[src/rtl/lcd_bus_writer_if.sv]
// ----------------------------------------------------------------------------
// lcd_bus_writer_if
// Bundle of the signals that pass between the LCD text sequencer, the bus
// writer and the LCD1602 pins.
//   iRS, iStart, iDATA : write request from the sequencer (Start/Done handshake)
//   oDone              : one-cycle completion pulse back to the sequencer
//   LCD_DATA, LCD_RS,
//   LCD_RW, LCD_EN     : HD44780-style parallel bus pins
// Modports:
//   master : sequencer / bench side (drives the request, observes the rest)
//   slave  : bus writer side (consumes the request, drives Done and the pins)
// ----------------------------------------------------------------------------
interface lcd_bus_writer_if;
   logic       iRS;
   logic       iStart;
   logic [7:0] iDATA;
   logic       oDone;
   logic [7:0] LCD_DATA;
   logic       LCD_RS;
   logic       LCD_RW;
   logic       LCD_EN;

   modport master (
      output iRS, iStart, iDATA,
      input  oDone, LCD_DATA, LCD_RS, LCD_RW, LCD_EN
   );

   modport slave (
      input  iRS, iStart, iDATA,
      output oDone, LCD_DATA, LCD_RS, LCD_RW, LCD_EN
   );
endinterface

[src/rtl/lcd_bus_writer.sv]
// ----------------------------------------------------------------------------
// lcd_bus_writer
// Turns one {RS, data byte} write request into a timed HD44780 write cycle:
// RS/DATA set up for SETUP_CYC cycles, EN high for EN_CYC cycles, RS/DATA
// held for HOLD_CYC cycles, then a one-cycle Done pulse. Write-only; the
// busy flag is never polled.
// Ports:
//   iCLK   : system clock, rising edge
//   iRST_N : asynchronous active-low reset
//   bus    : lcd_bus_writer_if.slave
//              iRS/iStart/iDATA in, oDone and LCD_DATA/LCD_RS/LCD_RW/LCD_EN out
// Parameters (legal range 1..255 each):
//   SETUP_CYC, EN_CYC, HOLD_CYC
// ----------------------------------------------------------------------------
module lcd_bus_writer #(
   parameter int unsigned SETUP_CYC = 2,
   parameter int unsigned EN_CYC    = 16,
   parameter int unsigned HOLD_CYC  = 2
) (
   input  logic              iCLK,
   input  logic              iRST_N,
   lcd_bus_writer_if.slave   bus
);

   localparam logic [2:0] ST_IDLE  = 3'd0;
   localparam logic [2:0] ST_SETUP = 3'd1;
   localparam logic [2:0] ST_PULSE = 3'd2;
   localparam logic [2:0] ST_HOLD  = 3'd3;
   localparam logic [2:0] ST_DONE  = 3'd4;

   // Each phase ends on the cycle its counter reaches N-1, so the phase
   // lasts exactly N cycles counting from the reload to zero.
   localparam logic [7:0] SETUP_LAST = 8'(SETUP_CYC - 1);
   localparam logic [7:0] EN_LAST    = 8'(EN_CYC - 1);
   localparam logic [7:0] HOLD_LAST  = 8'(HOLD_CYC - 1);

   logic [2:0] state;
   logic [7:0] counter;
   logic [7:0] counter_inc;
   logic       start_d;
   logic       accept;

   logic [7:0] lcd_data_r;
   logic       lcd_rs_r;
   logic       lcd_en_r;
   logic       done_r;

   // Only a fresh rising edge seen while idle starts a cycle; a level held
   // across Done, or an edge arriving while busy, is dropped.
   assign accept = (state == ST_IDLE) && bus.iStart && !start_d;

   // Saturating increment: the counter never wraps.
   assign counter_inc = (counter == 8'hFF) ? counter : counter + 8'd1;

   always_ff @(posedge iCLK or negedge iRST_N) begin
      if (!iRST_N) begin
         state      <= ST_IDLE;
         counter    <= 8'd0;
         start_d    <= 1'b0;
         lcd_data_r <= 8'h00;
         lcd_rs_r   <= 1'b0;
         lcd_en_r   <= 1'b0;
         done_r     <= 1'b0;
      end else begin
         start_d <= bus.iStart;
         case (state)
            ST_IDLE: begin
               lcd_en_r <= 1'b0;
               done_r   <= 1'b0;
               if (accept) begin
                  lcd_data_r <= bus.iDATA;
                  lcd_rs_r   <= bus.iRS;
                  counter    <= 8'd0;
                  state      <= ST_SETUP;
               end
            end
            ST_SETUP: begin
               if (counter == SETUP_LAST) begin
                  lcd_en_r <= 1'b1;
                  counter  <= 8'd0;
                  state    <= ST_PULSE;
               end else begin
                  counter <= counter_inc;
               end
            end
            ST_PULSE: begin
               if (counter == EN_LAST) begin
                  lcd_en_r <= 1'b0;
                  counter  <= 8'd0;
                  state    <= ST_HOLD;
               end else begin
                  counter <= counter_inc;
               end
            end
            ST_HOLD: begin
               if (counter == HOLD_LAST) begin
                  done_r  <= 1'b1;
                  counter <= 8'd0;
                  state   <= ST_DONE;
               end else begin
                  counter <= counter_inc;
               end
            end
            ST_DONE: begin
               done_r  <= 1'b0;
               counter <= 8'd0;
               state   <= ST_IDLE;
            end
            default: begin
               lcd_en_r <= 1'b0;
               done_r   <= 1'b0;
               counter  <= 8'd0;
               state    <= ST_IDLE;
            end
         endcase
      end
   end

   assign bus.LCD_DATA = lcd_data_r;
   assign bus.LCD_RS   = lcd_rs_r;
   assign bus.LCD_EN   = lcd_en_r;
   assign bus.LCD_RW   = 1'b0;
   assign bus.oDone    = done_r;

endmodule
[src/flat_wrapper.sv]
// flat-port wrapper written by rule: the top's interface ports become plain ports
module lcd_bus_writer_flat 
#(
   parameter int unsigned SETUP_CYC = 2,
   parameter int unsigned EN_CYC    = 16,
   parameter int unsigned HOLD_CYC  = 2
)
  (iCLK, iRST_N, bus_iRS, bus_iStart, bus_iDATA, bus_oDone, bus_LCD_DATA, bus_LCD_RS, bus_LCD_RW, bus_LCD_EN);
  lcd_bus_writer_if bus_i ();
  input  logic iCLK;
  input  logic iRST_N;
  input wire logic [$bits(bus_i.iRS)-1:0] bus_iRS;
  input wire logic [$bits(bus_i.iStart)-1:0] bus_iStart;
  input wire logic [$bits(bus_i.iDATA)-1:0] bus_iDATA;
  output wire logic [$bits(bus_i.oDone)-1:0] bus_oDone;
  output wire logic [$bits(bus_i.LCD_DATA)-1:0] bus_LCD_DATA;
  output wire logic [$bits(bus_i.LCD_RS)-1:0] bus_LCD_RS;
  output wire logic [$bits(bus_i.LCD_RW)-1:0] bus_LCD_RW;
  output wire logic [$bits(bus_i.LCD_EN)-1:0] bus_LCD_EN;
  assign bus_i.iRS = bus_iRS;
  assign bus_i.iStart = bus_iStart;
  assign bus_i.iDATA = bus_iDATA;
  assign bus_oDone = bus_i.oDone;
  assign bus_LCD_DATA = bus_i.LCD_DATA;
  assign bus_LCD_RS = bus_i.LCD_RS;
  assign bus_LCD_RW = bus_i.LCD_RW;
  assign bus_LCD_EN = bus_i.LCD_EN;
  lcd_bus_writer #(.SETUP_CYC(SETUP_CYC), .EN_CYC(EN_CYC), .HOLD_CYC(HOLD_CYC)) u_core (.iCLK(iCLK), .iRST_N(iRST_N), .bus(bus_i));
endmodule
[config.mk]
export PLATFORM = sky130hd
export DESIGN_NAME = lcd_bus_writer_flat
export DESIGN_NICKNAME = d
export VERILOG_FILES = /design/src/rtl/lcd_bus_writer_if.sv /design/src/rtl/lcd_bus_writer.sv /design/src/flat_wrapper.sv
export SDC_FILE = /design/constraint.sdc
export NUM_CORES = 1
export LEC_CHECK = 0
export CELL_PAD_IN_SITES_DETAIL_PLACEMENT = 0
export CELL_PAD_IN_SITES_GLOBAL_PLACEMENT = 2
export CORE_MARGIN = 3
export CORE_UTILIZATION = 35
export CTS_CLUSTER_SIZE = 12
export DETAILED_ROUTE_END_ITERATION = 12
export PLACE_DENSITY_LB_ADDON = 0.1
export SYNTH_ARGS = -nofsm -noshare
export SYNTH_HDL_FRONTEND = slang
export SYNTH_SLANG_ARGS = --single-unit
[constraint.sdc]
create_clock -name iCLK -period 4.9 [get_ports iCLK]
set_clock_uncertainty 0.05 [all_clocks]
set_input_delay 0.735 -clock iCLK [delete_from_list [all_inputs] [get_ports iCLK]]
set_output_delay 0.735 -clock iCLK [all_outputs]
set_load 0.02 [all_outputs]
== Yosys cells after proc, flatten, opt, wreduce, memory -nomap -nowiden ==
Index checks and enable logic that the tools add are counted.

* Bits in registers: 23
* Logic and storage cells: 46

* $add $sub $neg: 1
* Eq/ne operators: 11
* Multiplexer cells: 14
* Bitwise operators: 2
* Reduce and logical (&&, ||, !) cells: 11

{| class="wikitable"
|+ Operator list
! kind !! count
|-
| $mux 8 || 4
|-
| $pmux 8 s3 || 1
|-
| $mux 3 || 4
|-
| $pmux 3 s4 || 1
|-
| $add 8x1->8 const B || 1
|-
| $eq 8x1->1 const B || 1
|-
| $eq 8x4->1 const B || 1
|-
| $eq 8x8->1 const B || 1
|-
| $ne 2x1->1 const B || 4
|-
| $eq 3x2->1 const B || 2
|-
| $reduce_or 2->1 || 3
|-
| $reduce_and 2->1 || 2
|-
| $reduce_and 4->1 || 1
|-
| $eq 3x1->1 const B || 1
|-
| $eq 3x3->1 const B || 1
|-
| $logic_not 3->1 || 1
|-
| $pmux 1 s3 || 1
|-
| $reduce_and 3->1 || 1
|-
| $logic_and 1x1->1 || 2
|-
| $mux 1 || 2
|-
| $not 1->1 || 2
|-
| $pmux 1 s2 || 1
|-
| $logic_not 1->1 || 1
|}

== Longest topological paths before layout ==
* Word-level depth: 5
* Mapped depth: 7
* Gate-level depth less buffers: 5

== Worst setup path before layout ==
OpenSTA, ideal clock, no wires.

* Path type: in2reg
* Start point: input bus_iStart
* End point: register u_core.counter[6]
* Library setup time: 0.121 ns
* Data arrival time: 1.670 ns
* Data required time: 4.729 ns
* Path slack: 3.059 ns
* Stages on the path: 4
* Cell sequence: nor2b_1 nor4_2 nor3_1 o22a_1

* Word-level cells in the longest chain between the ends: 3

{| class="wikitable"
|+ RTL lines
! item !! RTL line !! text
|-
| start, declared || flat_wrapper.sv:13 || <nowiki>input wire logic [$bits(bus_i.iStart)-1:0] bus_iStart;</nowiki>
|-
| $logic_and 1x1->1 (2 in a row) || lcd_bus_writer.sv:50 || <nowiki>assign accept = (state == ST_IDLE) && bus.iStart && !start_d;</nowiki>
|-
| $ne 2x1->1 (no source line) || -- ||
|-
| end signal, assigned || lcd_bus_writer.sv:83 || <nowiki>counter <= counter_inc;</nowiki>
|-
| end signal, assigned || lcd_bus_writer.sv:92 || <nowiki>counter <= counter_inc;</nowiki>
|-
| end signal, assigned || lcd_bus_writer.sv:101 || <nowiki>counter <= counter_inc;</nowiki>
|-
| end, declared || lcd_bus_writer.sv:38 || <nowiki>logic [7:0] counter;</nowiki>
|}

No other way between the ends.
A chain may end at the register's enable or synchronous reset.

== Worst setup path in the final report ==
Same ends and word-level chain as after synthesis.

==> flow_summary_export.csv <==
group,metric,value,unit
route,wl_per_cell,14.91,um
clocking,ctsHoldBuffers,0,
logic_synthesis,syn_area_per_cell,11.01,sq um
logic_synthesis,synthFlopType,"dfrtp_1",
cells_and_area,n_antenna_cell,0,
logic_synthesis,synth.cell_area,1222,sq um
status,status,"completed",
grt,grt_usage,0.1409,
floorplan,io_pins,24,
worst_setup_path,crit_fanout,9,
route,ant_nets,0,
clocking,clockRootBuffer,"clkbuf_4",
worst_setup_path,crit_arrival,2.36,ns
clocking,cts_sinks,23,
grt,antenna_found_initial,0,
worst_setup_path,critPathKind,"input port to flop",
floorplan,rows,20,
placement,dpl-instance-area,1453,sq um
logic_synthesis,ys_warn_count,0,
worst_setup_path,cp-start-kind,"input port",
floorplan,core,3203,sq um
logic_synthesis,synth-seq-cells,23,
logic_synthesis,syn_inst,111,
clocking,htreeDepth,1,
sta,timing_hold_violations_final,0,
sta,fin_crit,2.203,ns
clocking,cts_tree,"yes",
logic_synthesis,synth_edf_count,0,
logic_synthesis,syn-num-nets,125,
logic_synthesis,synth.area.top_cells,"dfrtp_1 47%, mux2_2 8.3%, buf_2 2.5%",
sta,setup_viol,0,
logic_synthesis,ys_types,43,
floorplan,die_area,4238,sq um
grt,grt_pass1_vias,971,
route,drt_iter0_drc,45,
worst_setup_path,critPathRequiredTime,5.06,ns
clocking,clock_latency,0.31,ns
route,routed_wl,2.579,mm
worst_hold_path,hold_class,"flop to flop",
sta,worst_pin_slew,1.032,ns
clocking,postCtsSetupBuffers,0,
placement,place_hpwl,1.811,mm
placement,port_buffers,22,
logic_synthesis,async_flop_share,1.000,
sta,grt_setup_unrepaired,"no",
worst_setup_path,endpoint_kind,"flop",
cells_and_area,drive_gt1_frac,0.1473,
route,vias,937,
grt,grt_max_degree,24,
sta,period_share,0.4496,
logic_synthesis,synth_seq_area_share,0.4708,
clocking,clkTransAtPathRegs,0.12,ns
cells_and_area,design_area,1479,sq um
logic_synthesis,synth_top_area_share,0.4708,
logic_synthesis,synth_most_common_cell,"dfrtp_1",
cells_and_area,nets,144,
placement,gp_congestion,0.7191,
clocking,clock_path_buffers,2,
cells_and_area,area_delta_synth_final,20.98,%
sta,drv_slew,0,
floorplan,start_util,0.3816,
flow_run,max_cap_viol_count,0,
floorplan,die_w,65.10,um
clocking,cts-buffers-inserted,3,
route,drtPass1Iterations,4,
route,viasPerCell,5.416,
power_and_ir_drop,p_leak,0.6090,nW
cells_and_area,layout.cells.non_filler,173,
placement,place_inst,169,
floorplan,die_y,65.10,um
sta,max-slew-margin-rel,0.3096,
clocking,ctsResizeCount,0,
power_and_ir_drop,ir_drop,0.2096,mV
route,drc_errors,0,
sta,max_clock_freq,454.0,MHz
logic_synthesis,post-synth-top-area-cell,"dfrtp_1",
power_and_ir_drop,pwr_density_cell,595.3,nW/um^2
sta,setup_tns,0,ns
grt,overflow,0,
grt,grt_pass1_wl,4.623,mm
sta,whs,0.4683,ns
logic_synthesis,ys_top_cells_by_count,"23 x dfrtp_1, 9 x mux2_2, 7 x nand2_1",
metal layers:
layer / vias to the layer above / part of all wire / track usage
li1: 455 / - / -
met1: 459 / 0.46 / 0.1793
met2: 21 / 0.47 / 0.2337
met3: 2 / 0.059 / 0.03077
met4: 0 / 0.0074 / 0.05440
met5: - / 0 / 0
critical path: stages:
cell             delay, ns
clkdlybuf4s50_1       0.42
nor2b_1               0.16
nor4_2                0.74
nor3_1                0.10
o22a_1                0.21
sequential cells by signal, indices dropped and copies added (netlist names):
register             count
u_core.bus.LCD_DATA      8
u_core.bus.oDone         1
u_core.state             3
u_core.bus.LCD_RS        1
u_core.bus.LCD_EN        1
u_core.start_d           1
u_core.counter           8
per-stage QoR:
stage / total power, mW / setup WS [ns] / utilization
2_1_floorplan: 0.6490 / 3.059 / -
3_3_place_gp: 0.7928 / 2.386 / 0.4535
3_5_place_dp: 0.8030 / 2.367 / 0.4535
4_1_cts: 0.8933 / 2.677 / 0.4617
5_1_grt: 0.9599 / 2.526 / 0.4617
6_report: 0.8804 / 2.697 / 0.4617
area by class of cell:
cell class | count | area [sq um]
fillers | 332 | 1724
flip-flops and latches | 23 | 575.6
multi-input cells | 73 | 571.8
repair buffers | 23 | 227.7
well taps | 44 | 55.05
clock buffers | 4 | 26.28
inverters | 6 | 22.52
worst paths after layout:
check	start	endpoint	slack [ns]	depth (start not counted)
setup / recovery	bus_iStart	u_core.counter[6]$_DFFE_PN0P_	2.70	5
hold / removal	u_core.bus.LCD_DATA[1]$_DFFE_PN0P_	u_core.bus.LCD_DATA[1]$_DFFE_PN0P_	0.47	1
setup reg to reg	u_core.counter[4]$_DFFE_PN0P_	u_core.counter[6]$_DFFE_PN0P_	2.84	4
hold reg to reg	u_core.bus.LCD_DATA[1]$_DFFE_PN0P_	u_core.bus.LCD_DATA[1]$_DFFE_PN0P_	0.47	1
max in group asynchronous	iRST_N	u_core.bus.oDone$_DFFE_PN0P_	3.26	1
min in group asynchronous	iRST_N	u_core.bus.LCD_RS$_DFFE_PN0P_	0.93	1
cell usage in the layout, fill, tap and decap left out, types with 2 or more instances in the layout:
master and count:
clkdlybuf4s50_1 22, a31oi_1 4, a41oi_1 2, ha_1 2
nand2_1 7, mux2_2 9, nor2_1 6, a21oi_1 2
nor3_1 2, clkbuf_4 3, and3_1 3, dfrtp_1 23
inv_1 6, and4_1 3, nand3_1 4, nand4_1 4
cells by family (layout without fill, tap and decap cells):
kind of cell | Yosys count | count (layout) | synth area share
muxes | 10 | 10 | 0.09110
adders and majority gates | 2 | 2 | 0.02047
and+or+nand+nor | 35 | 35 | 0.1740
DFF | 23 | 23 | 0.4708
other | 1 | 1 | 0.003068
AOI/OAI and AO/OA | 24 | 24 | 0.1720
buffers and inverters | 15 | 33 | 0.06141
xor gates and xnor gates | 1 | 1 | 0.007166
power breakdown:
part | leakage (nW) | switching, mW | internal, mW
Combinational | 0.306 | 0.239 | 0.218
Sequential | 0.288 | 0.0720 | 0.263
Clock | 0.0150 | 0.0563 | 0.0318
No activity file was read; power rests on OpenSTA's default activity.
